### src/rtl/pacman_pkg.sv
`default_nettype none
// ============================================================================
//  Module      : pacman_pkg
//  Description : Shared maze tile codes, collision codes and grid geometry
//                used by the collision detector, pill counter and score logic.
//  Revision    : 1.0 - initial release
// ============================================================================
package pacman_pkg;

    // Grid geometry: 32x32 tiles, address = {row, col}
    localparam int c_COORD_W = 5;
    localparam int c_ADDR_W  = 2 * c_COORD_W;

    // Maze RAM tile codes
    typedef enum logic [1:0] {
        TILE_EMPTY = 2'b00,
        TILE_WALL  = 2'b01,
        TILE_PILL  = 2'b10,
        TILE_POWER = 2'b11
    } tile_t;

    // Collision classification codes
    typedef enum logic [3:0] {
        COLL_NONE  = 4'b0000,
        COLL_WALL  = 4'b0001,
        COLL_PILL  = 4'b0010,
        COLL_POWER = 4'b0100,
        COLL_GHOST = 4'b0110
    } collision_t;

endpackage : pacman_pkg
`default_nettype wire

### src/rtl/collision_detector.sv
`default_nettype none
// ============================================================================
//  Module      : collision_detector
//  Description : Classifies the tile pacman has just entered (ghost, wall,
//                pill, power pellet or empty), clears eaten tiles in the maze
//                RAM and tracks the number of edible tiles remaining.
//  Revision    : 1.0 - initial release
// ============================================================================
module collision_detector
    import pacman_pkg::*;
#(
    parameter logic [7:0] PILL_TOTAL = 8'd150
) (
    input  logic                  CLOCK_50,
    input  logic                  reset,
    input  logic                  move_strobe,
    input  logic [c_COORD_W-1:0]  pac_x,
    input  logic [c_COORD_W-1:0]  pac_y,
    input  logic [c_COORD_W-1:0]  ghost_x,
    input  logic [c_COORD_W-1:0]  ghost_y,
    output logic [c_ADDR_W-1:0]   maze_rd_addr,
    input  logic [1:0]            maze_rd_data,
    output logic                  maze_wr_en,
    output logic [c_ADDR_W-1:0]   maze_wr_addr,
    output logic [1:0]            maze_wr_data,
    output logic [3:0]            collision_type,
    output logic                  busy,
    output logic [7:0]            pills_left,
    output logic                  level_clear
);

    // READ waits out the RAM's registered read; EVAL sees valid data and
    // registers the result, so the OUT-cycle pulse is consumed downstream
    // at the third edge after the strobe was sampled.
    typedef enum logic [1:0] {
        S_IDLE = 2'd0,
        S_READ = 2'd1,
        S_EVAL = 2'd2,
        S_OUT  = 2'd3
    } state_t;

    state_t                 r_state,      w_state_nxt;
    logic [c_ADDR_W-1:0]    r_rd_addr,    w_rd_addr_nxt;
    logic [c_ADDR_W-1:0]    r_ghost_addr, w_ghost_addr_nxt;
    logic [3:0]             r_coll,       w_coll_nxt;
    logic                   r_wr_en,      w_wr_en_nxt;
    logic                   r_lvl_clr,    w_lvl_clr_nxt;
    logic [7:0]             r_pills,      w_pills_nxt;

    // State register and registered outputs; reset aborts any lookup
    always_ff @(posedge CLOCK_50) begin
        if (reset) begin
            r_state      <= S_IDLE;
            r_rd_addr    <= '0;
            r_ghost_addr <= '0;
            r_coll       <= COLL_NONE;
            r_wr_en      <= 1'b0;
            r_lvl_clr    <= 1'b0;
            r_pills      <= PILL_TOTAL;
        end else begin
            r_state      <= w_state_nxt;
            r_rd_addr    <= w_rd_addr_nxt;
            r_ghost_addr <= w_ghost_addr_nxt;
            r_coll       <= w_coll_nxt;
            r_wr_en      <= w_wr_en_nxt;
            r_lvl_clr    <= w_lvl_clr_nxt;
            r_pills      <= w_pills_nxt;
        end
    end

    // Next-state, classification and pill bookkeeping
    always_comb begin
        w_state_nxt      = r_state;
        w_rd_addr_nxt    = r_rd_addr;
        w_ghost_addr_nxt = r_ghost_addr;
        w_coll_nxt       = COLL_NONE;
        w_wr_en_nxt      = 1'b0;
        w_lvl_clr_nxt    = 1'b0;
        w_pills_nxt      = r_pills;

        case (r_state)
            S_IDLE: begin
                if (move_strobe) begin
                    w_rd_addr_nxt    = {pac_y, pac_x};
                    w_ghost_addr_nxt = {ghost_y, ghost_x};
                    w_state_nxt      = S_READ;
                end
            end
            S_READ: begin
                w_state_nxt = S_EVAL;
            end
            S_EVAL: begin
                w_state_nxt = S_OUT;
                if (r_ghost_addr == r_rd_addr) begin
                    // Ghost wins over the tile; nothing is eaten
                    w_coll_nxt = COLL_GHOST;
                end else begin
                    case (maze_rd_data)
                        TILE_EMPTY: w_coll_nxt = COLL_NONE;
                        TILE_WALL:  w_coll_nxt = COLL_WALL;
                        TILE_PILL,
                        TILE_POWER: begin
                            w_coll_nxt  = (maze_rd_data == TILE_PILL) ? COLL_PILL : COLL_POWER;
                            w_wr_en_nxt = 1'b1;
                            // Saturate at zero; the tile is still cleared
                            if (r_pills != 8'd0) begin
                                w_pills_nxt = r_pills - 8'd1;
                            end
                            w_lvl_clr_nxt = (r_pills == 8'd1);
                        end
                        default:    w_coll_nxt = COLL_NONE;
                    endcase
                end
            end
            S_OUT: begin
                w_state_nxt = S_IDLE;
            end
            default: begin
                w_state_nxt = S_IDLE;
            end
        endcase
    end

    assign maze_rd_addr   = r_rd_addr;
    assign maze_wr_addr   = r_rd_addr;
    assign maze_wr_data   = TILE_EMPTY;
    assign maze_wr_en     = r_wr_en;
    assign collision_type = r_coll;
    assign level_clear    = r_lvl_clr;
    assign pills_left     = r_pills;
    assign busy           = (r_state != S_IDLE);

endmodule : collision_detector
`default_nettype wire
### config.mk
export PLATFORM = sky130hd
export DESIGN_NAME = collision_detector
export DESIGN_NICKNAME = d
export VERILOG_FILES = /design/src/rtl/pacman_pkg.sv /design/src/rtl/collision_detector.sv
export SDC_FILE = /design/constraint.sdc
export NUM_CORES = 1
export LEC_CHECK = 0
export ABC_AREA = 1
export ABC_CLOCK_PERIOD_IN_PS = 3960
export CELL_PAD_IN_SITES_DETAIL_PLACEMENT = 0
export CELL_PAD_IN_SITES_GLOBAL_PLACEMENT = 2
export CORE_ASPECT_RATIO = 0.5
export CORE_MARGIN = 2
export CORE_UTILIZATION = 25
export DETAILED_ROUTE_END_ITERATION = 6
export GPL_ROUTABILITY_DRIVEN = 1
export PLACE_DENSITY_LB_ADDON = 0.1
export SLEW_MARGIN = 20
export SYNTH_ARGS = -nofsm -noshare
export SYNTH_HDL_FRONTEND = slang
export SYNTH_SLANG_ARGS = --single-unit
export TNS_END_PERCENT = 50
### constraint.sdc
create_clock -name CLOCK_50 -period 3.96 [get_ports CLOCK_50]
set_input_delay 1.188 -clock CLOCK_50 [delete_from_list [all_inputs] [get_ports CLOCK_50]]
set_output_delay 1.188 -clock CLOCK_50 [all_outputs]
set_load 0.02 [all_outputs]
# Word-level counts from Yosys, hierarchy flattened
# Cells that the tools add are included.
word_totals:
  inputBits: 25
  rom_bits: 0
  n_memories: 0
  regBits: 36
  latch_bits: 0
  out_inout_bits: 37
  mem_bits_rw: 0
op_classes:
  n_addsub: 1
  n_shift: 0
  order_cmp: 0
  mul: 0
  n_reduce_logical: 10
  div_mod_pow: 0
  muxes: 6
  bitwise_logic: 3
  n_eq_ne: 9
ops:
  columns: ["cell", "count"]
  rows:
  - ["4-bit one-hot mux with 3 select lines", 1]
  - ["10-bit == test", 1]
  - ["2-bit == test (second input constant)", 4]
  - ["8-bit by 1-bit == test with 1-bit output (second input constant)", 1]
  - ["2-bit one-hot mux with 4 select lines", 1]
  - ["8-bit nonzero test", 1]
  - ["8-bit by 1-bit subtractor with 8-bit output (second input constant)", 1]
  - ["3-bit two-way mux", 2]
  - ["2-bit by 1-bit == test with 1-bit output (second input constant)", 2]
  - ["2-bit zero test", 2]
  - ["4-bit AND reduction", 1]
  - ["2-bit OR reduction", 2]
  - ["4-bit OR reduction", 1]
  - ["1-bit inverter", 3]
  - ["3-bit OR reduction", 1]
  - ["2-bit two-way mux", 1]
  - ["2-bit inequality test (second input constant)", 1]
  - ["2-bit AND reduction", 1]
  - ["2-bit nonzero test", 1]
  - ["1-bit two-way mux", 1]

# Depth between registers and ports, before layout
depth:
  ltp_word: 4
  mapped_depth: 9
  depth_no_buf: 9

# Least setup slack after synthesis
# Ideal clock, no wire load.
synth_path:
  path_type: "reg-to-output"
  startpoint: "reg r_state[0]"
  endpoint: "out busy"
  path_stages_with_launch: 4
  arrival_time_ns: 0.704
  required_time_ns: 2.772
  setup_slack_ns: 2.068
  cell_sequence: "dfxtp_1 -> inv_1 -> ha_1 -> inv_1"
synth_between:
  elab_chain_cells: 1
synth_rtl:
  columns: ["element", "line", "rtl"]
  rows:
  - ["from (decl)", "collision_detector.sv:42", "state_t r_state, w_state_nxt;"]
  - ["from (signal assigned)", "collision_detector.sv:61", "r_state <= w_state_nxt;"]
  - ["2-bit nonzero test", "collision_detector.sv:131", "assign busy = (r_state != S_IDLE);"]
  - ["to (decl)", "collision_detector.sv:27", "output logic busy,"]
# Every way passes these cells.

# Worst setup path after layout
# Ends and elaborated chain as after synthesis.

==> flow_metrics.tcl <==
set metrics [dict create \
    outcome "complete, no violations" \
    top_layer_used "met4" \
    slew_violations 0 \
    cts_tree "done" \
    cts_max_path_buffers 2 \
    max_freq_mhz 364 \
    viasPerCell 4.18 \
    drc_errors 0 \
    fin_skew_ns 0.00194 \
    wl_met1_mm 1.90 \
    clkTransAtPathRegs_ns 0.05 \
    drt-initial-drc-count 68 \
    routed-wl-met3_um 256 \
    crit_arrival_ns 1.56 \
    antenna_found_initial 0 \
    p_per_area_mw_per_mm2 634 \
    portBuffers 58 \
    p_leak_nw 0.942 \
    wl_met2_mm 1.74 \
    cts_made_buffers 5 \
    dp_slack_ns 1.43 \
    grt_pass1_vias 1392 \
    cp_max_fo 3 \
    area_delta_synth_final_pct 43.4 \
    period_share 0.695 \
    vias 1514 \
    r2r_slack_ns 2.38 \
    post_cts_resized 0 \
    critPathLaunchType "register" \
    path_common_cell "inv_1" \
    dieArea_mm2 0.00736 \
    ios 62 \
    peakVddDrop_v 0.000179 \
    core_area_mm2 0.00626 \
    crit_slowest_cell "clkdlybuf4s50_1" \
    ys_ff_latch 35 \
    syn-cell-area_mm2 0.00166 \
    cpPeakStageDelay_ns 0.60 \
    place_congestion 0.730 \
    clk_latency_ns 0.28 \
    grt-ovfl-total 0 \
    cp.required_ns 2.77 \
    cts.sinks 35 \
    drv_cap 0 \
    fill_cells 676 \
    fp-row-count 20 \
    start_util 0.266 \
    synthTopCellsByCount "nand2_1, dfxtp_1, nor2_1" \
    synthTopCellsByArea "dfxtp_1, nand2_1, buf_4, nor2_1, a21oi_1" \
    yosys_warnings 0 \
    finalNetCount 302 \
    root_buffer "clkbuf_16" \
    ys_seq_area_frac 0.421 \
    synth_top_area_cell "dfxtp_1" \
    grt_start_max_net_pins 31 \
    die_y_um 61.7 \
    dr.pass1.iters 4 \
    grt.total_usage 0.117 \
    yosysMostFrequentCell "nand2_1" \
    synth-async-reset-ratio 0 \
    hpwl_mm 2.82 \
    htree_levels 2 \
    cts_setup_buffers 0 \
    synth_ff_type "dfxtp_1" \
    setup_viol 0 \
    layout_min_cycle_time_ns 2.75 \
    diodes 0 \
    routed_wirelength_mm 3.98 \
    syn_inst 224 \
    min_path_type "reg2reg" \
    final_hold_viol_count 0 \
    wl_per_cell_um 11.0 \
    rsz0062_at_grt "no" \
    cp-end-kind "output pin" \
    synth-edff-count 0 \
    cts_hold_buf 0 \
    worstSetupPathType "reg2out" \
    drive_gt1_frac 0.0766 \
    drtAntennaViolNets 0 \
    grt_pass1_wl_mm 6.36 \
    die_w_um 119 \
    yosys.area.top_type_share 0.421 \
    timing.final.ws_setup_ns 1.21 \
    timing.setup.tns_ns 0 \
    post-route-util 0.381 \
    crit_path_cell_trace "inv_1 -> ha_1 -> inv_1 -> clkdlybuf4s50_1" \
    p_total_w 0.00151 \
    avgSynthCellArea_um2 7.43 \
    netlist-cell-type-count 26 \
]
==> report_power, final <==
part	internal (W)	total (W)	leakage, nW	switching [W]
clock network	0.000232	0.000377	0.0679	0.000145
registers	0.000438	0.000505	0.287	0.0000662
logic	0.000277	0.000632	0.587	0.000354
total	0.000948	0.00151	0.942	0.000565
==> final cells by class <==
type	instances	area, um^2	share of cell area
clock buffer	7	133	0.0556
clock inverter	1	5.00	0.00210
inverter	24	90.1	0.0378
multi-input combinational	148	759	0.318
sequential	35	701	0.294
tap	88	110	0.0461
timing repair buffer	59	588	0.246
==> cells by family (layout without fill, tap and decap cells) <==
family | count (synthesis) | after routing | synth area share
compound gates | 42 | 42 | 0.129
other cells | 1 | 3 | 0.00225
simple gates | 91 | 91 | 0.249
buf+inv | 43 | 91 | 0.127
xor+xnor | 8 | 8 | 0.0421
flops | 35 | 35 | 0.421
fa+ha+maj | 4 | 4 | 0.0301
==> cells in the final DEF, fill, tap and decap left out, drive strengths merged <==
cell	n
a21oi	19
buf	1
clkbuf	7
clkdlybuf4s50	58
clkinv	2
conb	3
dfxtp	35
ha	4
inv	23
nand2	39
nand3	17
nand3b	1
nand4	2
nor2	28
nor3	4
o21ai	23
xnor2	5
xor2	3
==> registers in the layout, summed over array words and instances, names as in the netlist <==
| register | flops |
|---|---|
| level_clear | 1 |
| maze_wr_en | 1 |
| pills_left | 8 |
| r_ghost_addr | 10 |
| collision_type | 3 |
| maze_rd_addr | 10 |
| r_state | 2 |
==> path summary, 6_finish.rpt <==
| kind | startpoint | endpoint | cells past startpoint |
|---|---|---|---|
| min reg2reg | r_ghost_addr[5]$_SDFFE_PP0P_ | r_ghost_addr[5]$_SDFFE_PP0P_ | 2 |
| max reg2reg | pills_left[0]$_SDFFE_PP0P_ | pills_left[7]$_SDFFE_PP1P_ | 8 |
| min | r_ghost_addr[5]$_SDFFE_PP0P_ | r_ghost_addr[5]$_SDFFE_PP0P_ | 2 |
| max | r_state[0]$_SDFFE_PP0P_ | busy | 4 |
==> per-layer routing <==
layer,vias up,track usage
met5,-,0
li1,809,-
met3,8,0.0557
met4,0,0.0605
met1,664,0.138
met2,33,0.186
==> metrics by stage <==
step	hold WS, ns	instances	area [um^2]
after floorplan	0.436	226	1670
after global placement	0.453	354	2250
after detailed placement	0.455	354	2250
after CTS	0.468	362	2390
after global routing	0.482	362	2390
final	0.462	362	2390
==> critical path: cells and delay by family (launching register included) <==
family / cells / cell delay, ns
buffers and inverters: 3 / 0.75
adder cells (fa/ha/maj): 1 / 0.22
flip-flops: 1 / 0.31
Note: power is estimated with default switching activity, not from simulation.
